File: src/rtl/mem_pkg.sv
// ---------------------------------------------------------------------------
// mem_pkg
// Shared constants and types for the RAM port arbiter slice.
//   MEM_AW / MEM_DW : default word-address and data widths
//   arbState_e      : 2-bit arbiter FSM encoding (IDLE / ACCESS / DONE)
//   CONFLICT_MAX    : saturation value of the 16-bit conflict counter
//   satInc()        : saturating increment used by the conflict counter
// ---------------------------------------------------------------------------
package mem_pkg;

    localparam int MEM_AW = 10;
    localparam int MEM_DW = 32;

    typedef enum logic [1:0] {
        IDLE   = 2'd0,
        ACCESS = 2'd1,
        DONE   = 2'd2
    } arbState_e;

    localparam logic [15:0] CONFLICT_MAX = 16'hFFFF;

    // The counter sticks at its maximum instead of wrapping back to zero.
    function automatic logic [15:0] satInc(input logic [15:0] value);
        return (value == CONFLICT_MAX) ? value : value + 16'd1;
    endfunction

endpackage

File: src/rtl/ram_port_arbiter_rr_arb2.sv
// ---------------------------------------------------------------------------
// rr_arb2
// Two-way round-robin selector, purely combinational.
//   req0_i, req1_i : request lines of requester 0 and requester 1
//   lastGrant_i    : requester that won the previous arbitration
//   owner_o        : selected requester (only meaningful if a req is high)
//   conflict_o     : both requesters are asking in this cycle
// ---------------------------------------------------------------------------
module rr_arb2 (
    input  logic req0_i,
    input  logic req1_i,
    input  logic lastGrant_i,
    output logic owner_o,
    output logic conflict_o
);

    // On a conflict the requester that did not win last time gets the port,
    // which makes continuous contention alternate 0,1,0,1.
    always_comb begin
        conflict_o = req0_i & req1_i;
        if (req0_i & req1_i) begin
            owner_o = ~lastGrant_i;
        end else if (req1_i) begin
            owner_o = 1'b1;
        end else begin
            owner_o = 1'b0;
        end
    end

endmodule

File: src/rtl/ram_port_arbiter.sv
// ---------------------------------------------------------------------------
// ram_port_arbiter
// Shares one single-port synchronous RAM between two requesters
// (r0 = CPU data path, r1 = loader/DMA). Each access takes three cycles:
// IDLE (arbitrate + capture) -> ACCESS (drive RAM) -> DONE (ack + rdata).
// Ports:
//   clk, rst                        : clock and async active-high reset
//   rN_req/addr/we/wdata            : requester N access request
//   rN_ack/rdata                    : requester N completion pulse + data
//   ram_addr/wea/dina, ram_douta    : RAM port, douta valid one cycle later
//   busy                            : FSM not in IDLE
//   conflict_cnt                    : saturating count of contended IDLEs
// ---------------------------------------------------------------------------
module ram_port_arbiter
    import mem_pkg::*;
#(
    parameter int AW = MEM_AW,
    parameter int DW = MEM_DW
) (
    input  logic            clk,
    input  logic            rst,
    input  logic            r0_req,
    input  logic [AW-1:0]   r0_addr,
    input  logic [DW/8-1:0] r0_we,
    input  logic [DW-1:0]   r0_wdata,
    input  logic            r1_req,
    input  logic [AW-1:0]   r1_addr,
    input  logic [DW/8-1:0] r1_we,
    input  logic [DW-1:0]   r1_wdata,
    output logic            r0_ack,
    output logic [DW-1:0]   r0_rdata,
    output logic            r1_ack,
    output logic [DW-1:0]   r1_rdata,
    output logic [AW-1:0]   ram_addr,
    output logic [DW/8-1:0] ram_wea,
    output logic [DW-1:0]   ram_dina,
    input  logic [DW-1:0]   ram_douta,
    output logic            busy,
    output logic [15:0]     conflict_cnt
);

    localparam int BW = DW / 8;

    arbState_e         state_q, state_d;
    logic              owner_q, owner_d;
    logic              lastGrant_q, lastGrant_d;
    logic [AW-1:0]     addr_q, addr_d;
    logic [BW-1:0]     we_q, we_d;
    logic [DW-1:0]     wdata_q, wdata_d;
    logic [15:0]       conflictCnt_q, conflictCnt_d;

    logic              anyReq;
    logic              startAccess;
    logic              arbOwner;
    logic              arbConflict;

    assign anyReq      = r0_req | r1_req;
    assign startAccess = (state_q == IDLE) && anyReq;

    rr_arb2 u_rr_arb2 (
        .req0_i      (r0_req),
        .req1_i      (r1_req),
        .lastGrant_i (lastGrant_q),
        .owner_o     (arbOwner),
        .conflict_o  (arbConflict)
    );

    // FSM state register.
    always_ff @(posedge clk or posedge rst) begin
        if (rst) begin
            state_q <= IDLE;
        end else begin
            state_q <= state_d;
        end
    end

    // FSM next state: only IDLE waits, the access itself is fixed-length.
    always_comb begin
        state_d = state_q;
        case (state_q)
            IDLE:    if (anyReq) state_d = ACCESS;
            ACCESS:  state_d = DONE;
            DONE:    state_d = IDLE;
            default: state_d = IDLE;
        endcase
    end

    // Capture the winner's request on the IDLE->ACCESS edge so the access
    // in flight is immune to later input changes. Last-grant and the
    // conflict counter also move only on that edge.
    always_comb begin
        owner_d       = owner_q;
        lastGrant_d   = lastGrant_q;
        addr_d        = addr_q;
        we_d          = we_q;
        wdata_d       = wdata_q;
        conflictCnt_d = conflictCnt_q;
        if (startAccess) begin
            owner_d     = arbOwner;
            lastGrant_d = arbOwner;
            addr_d      = arbOwner ? r1_addr  : r0_addr;
            we_d        = arbOwner ? r1_we    : r0_we;
            wdata_d     = arbOwner ? r1_wdata : r0_wdata;
            if (arbConflict) begin
                conflictCnt_d = satInc(conflictCnt_q);
            end
        end
    end

    // Request/bookkeeping registers. Last-grant resets to 1 so that
    // requester 0 wins the first conflict after reset.
    always_ff @(posedge clk or posedge rst) begin
        if (rst) begin
            owner_q       <= 1'b0;
            lastGrant_q   <= 1'b1;
            addr_q        <= '0;
            we_q          <= '0;
            wdata_q       <= '0;
            conflictCnt_q <= '0;
        end else begin
            owner_q       <= owner_d;
            lastGrant_q   <= lastGrant_d;
            addr_q        <= addr_d;
            we_q          <= we_d;
            wdata_q       <= wdata_d;
            conflictCnt_q <= conflictCnt_d;
        end
    end

    // FSM outputs are decoded from registered state only, so there is no
    // path from req to the RAM pins, and an async reset that drops the
    // state to IDLE kills ram_wea immediately.
    always_comb begin
        busy     = (state_q != IDLE);
        ram_addr = '0;
        ram_wea  = '0;
        ram_dina = '0;
        r0_ack   = 1'b0;
        r1_ack   = 1'b0;
        r0_rdata = '0;
        r1_rdata = '0;
        case (state_q)
            ACCESS: begin
                ram_addr = addr_q;
                ram_wea  = we_q;
                ram_dina = wdata_q;
            end
            DONE: begin
                if (owner_q) begin
                    r1_ack   = 1'b1;
                    r1_rdata = ram_douta;
                end else begin
                    r0_ack   = 1'b1;
                    r0_rdata = ram_douta;
                end
            end
            default: begin
            end
        endcase
    end

    assign conflict_cnt = conflictCnt_q;

endmodule

File: config.mk
export PLATFORM = sky130hd
export DESIGN_NAME = ram_port_arbiter
export DESIGN_NICKNAME = d
export VERILOG_FILES = /design/src/rtl/mem_pkg.sv /design/src/rtl/ram_port_arbiter_rr_arb2.sv /design/src/rtl/ram_port_arbiter.sv
export SDC_FILE = /design/constraint.sdc
export NUM_CORES = 1
export LEC_CHECK = 0
export CORE_MARGIN = 5
export CORE_UTILIZATION = 39
export DETAILED_ROUTE_END_ITERATION = 10
export PLACE_DENSITY = 0.84
export REMOVE_ABC_BUFFERS = 1
export SYNTH_ARGS = -nofsm -noshare
export SYNTH_HDL_FRONTEND = slang
export SYNTH_HIERARCHICAL = 1
export SYNTH_SLANG_ARGS = --single-unit
File: constraint.sdc
create_clock -name clk -period 3.43 [get_ports clk]
set_input_delay 0.686 -clock clk [delete_from_list [all_inputs] [get_ports clk]]
set_output_delay 0.686 -clock clk [all_outputs]
set_load 0.005 [all_outputs]
==> results.md <==
- Pre-CTS setup slack: 849 ps
- Core footprint: 9640 sq um
- Final Hold Viols: 0
- Slew @ Worst Pin: 743 ps
- Synthesized area per cell: 9.23 sq um
- Outcome: completed
- Commonest non-fill, non-tap cell in the layout: clkdlybuf4s50_1
- Die Width: 109 um
- Max frequency: 0.370 GHz
- Final setup violation count: 0
- CTS resizes: 0
- # placed instances: 781
- Yosys reg bits: 66
- Pwr/cell area: 640 nW/um^2
- GRT Util Overall: 24.1%
- Layout Utilization: 70.4%
- Sink Count: 66
- Die area: 11800 sq um
- Top cell type by total area after synthesis: dfrtp_1
- Final Instance Count excl. Fillers: 798
- First-pass GRT wire length: 21400 um
- Die height: 109 um
- Root buf cell: clkbuf_8
- CTS Buf Count: 9
- Leakage: 2.84 nW
- Wire per inst: 18.2 um
- IO Port Bufs: 256
- Number of core rows: 36
- Synth warn: 6
- VDD IR max: 432 uV
- Iteration-0 DRC Markers: 208
- Crit. End Element: output port
- TNS Setup: 0 ps
- CP Data Required Time: 2740 ps
- Via-per-instance ratio: 4.93
- Max_cap viols: 0
- Antenna Nets Post-Route: 0
- IO Pins: 257
- CP Class: reg -> out
- CTS HTree Levels: 3
- Syn Inst Count: 411
- Placer congestion estimate: 0.845
- Hold-fix buffers at CTS: 0
- Worst slew margin: 50.4%
- Area growth syn-to-layout: 78.8%
- Initial antenna violation count: 1
- Synth unique cells: 31
- Max Slew Vio Count: 0
- Critical path arrival: 2020 ps
- Number of global-route vias before repair: 3988
- HP Class: reg -> reg
- Grt ovf: 0
- Post-CTS setup buffers: 0
- Largest fanout on the critical path: 47
- Tcrit/Tclk final: 78.8%
- DRT Pass-1 Iters: 4
- Top cell type's share of synthesized area: 42.9%
- Synth area leaders: dfrtp_1 (43%), and2_1 (18%), mux2i_1 (12%)
- Fillers: 794
- Share of cells above drive strength 1: 5.57%
- Syn Std Cell Area: 3790 sq um
- Final net count: 788
- Most frequent cells in the layout: clkdlybuf4s50_1 (256), and2_1 (111), dfrtp_1 (65), nor2_1 (48)
- Sequential element share of the synthesized area: 43.6%
- Latest clock arrival within the worst-skew pair: 330 ps
- Clk pin slew, worst setup/hold paths: 70 ps
- Final Routed Wirelength: 14500 um
- Worst setup margin: 728 ps
- Largest net degree at the start of global routing: 71
- Startpoint type of the worst setup path: flop
- Via count: 3933
- RSZ-0062 raised after global routing: no
- Initial core utilization: 39.4%
- Clock Path Buffers: 2
- DR DRC count: 0
- TritonCTS clock tree: done
- Final Skew: 10.9 ps
- Post-DP HPWL: 11700 um
- Post-route minimum period: 2700 ps
[worst max-delay path: stages (launching register included)]
cell and delay (ps):
dfrtp_1 410, nor2b_2 160, buf_4 360, and2_1 220, clkdlybuf4s50_1 520
[power by group]
group	internal, W	total [W]	switching [W]
combinational	0.00128	0.00224	0.000963
clock	0.000504	0.000815	0.000311
sequential	0.00110	0.00128	0.000182
total	0.00289	0.00434	0.00146
[metal layers]
metal  routed length (um)  vias to the layer above  track usage, %
met3                 1090                       46            5.98
met2                 7700                      177            44.5
li1                     -                     1865               -
met1                 4940                     1845            23.5
met4                  791                        0            16.2
met5                    0                        -               0
[through the flow]
step	hold WS (ps)	cell area [sq um]	total power (W)
2_1_floorplan	471	3680	0.00224
3_3_place_gp	484	6530	0.00349
3_5_place_dp	487	6530	0.00356
4_1_cts	499	6780	0.00439
5_1_grt	508	6790	0.00465
6_report	500	6790	0.00434
[Yosys cell counts]
cell / instances
nor4b_1: 1
and4_1: 2
and2_1: 112
nor2b_1: 1
nor2_2: 1
buf_4: 1
xor2_1: 14
nor2_1: 48
nand4_1: 3
and3_1: 3
dfstp_2: 1
a21boi_2: 1
nor3b_1: 3
o21ai_0: 4
dfrtp_1: 65
clkbuf_1: 18
nor4_1: 5
mux2i_1: 46
a21oi_1: 46
nand2_1: 6
ha_1: 1
buf_2: 5
inv_1: 4
nand3_2: 1
nand4_2: 1
buf_1: 3
nor3_1: 7
nand3_1: 5
nor4_4: 1
mux2_4: 1
or2_2: 1
[registers in the layout, indices dropped and copies added, names as in the netlist]
| name | count |
|---|---|
| lastGrant_q | 1 |
| we_q | 4 |
| state_q | 2 |
| wdata_q | 32 |
| owner_q | 1 |
| conflict_cnt | 16 |
| addr_q | 10 |
[area by class of cell]
| cell class | instances | area, sq um | area share, % |
|---|---|---|---|
| Antenna cell | 1 | 2.50 | 0.0369 |
| Clock buffer | 10 | 138 | 2.03 |
| Clock inverter | 6 | 114 | 1.68 |
| Inverter | 4 | 15.0 | 0.221 |
| Multi-Input combinational cell | 314 | 2040 | 30.0 |
| Sequential cell | 66 | 1650 | 24.4 |
| Tap cell | 133 | 166 | 2.45 |
| Timing Repair Buffer | 264 | 2660 | 39.2 |
[logic make-up (layout without fill, tap and decap cells)]
kind of cell    Yosys count  after routing  share of synthesized area, %
xor+xnor                 14             14                          3.23
compound gates           51             51                          6.89
flops                    66             66                          43.6
mux                      47             47                          12.5
other cells               0              1                             0
simple gates            201            201                          30.1
buf+inv                  31            284                          3.33
fa+ha+maj                 1              1                         0.330
[path summary, 6_finish.rpt]
check                                  from               end  slack, ps  depth (start not counted)
min in group asynchronous               rst         addr_q[0]        790                          2
max in group asynchronous               rst   conflict_cnt[1]       1980                          3
max                              state_q[0]        ram_wea[0]        730                          4
min reg2reg                conflict_cnt[15]  conflict_cnt[15]        500                          1
max reg2reg                      state_q[0]         addr_q[2]       1480                          5
min                        conflict_cnt[15]  conflict_cnt[15]        500                          1
No activity file was read; power rests on OpenSTA's default activity.
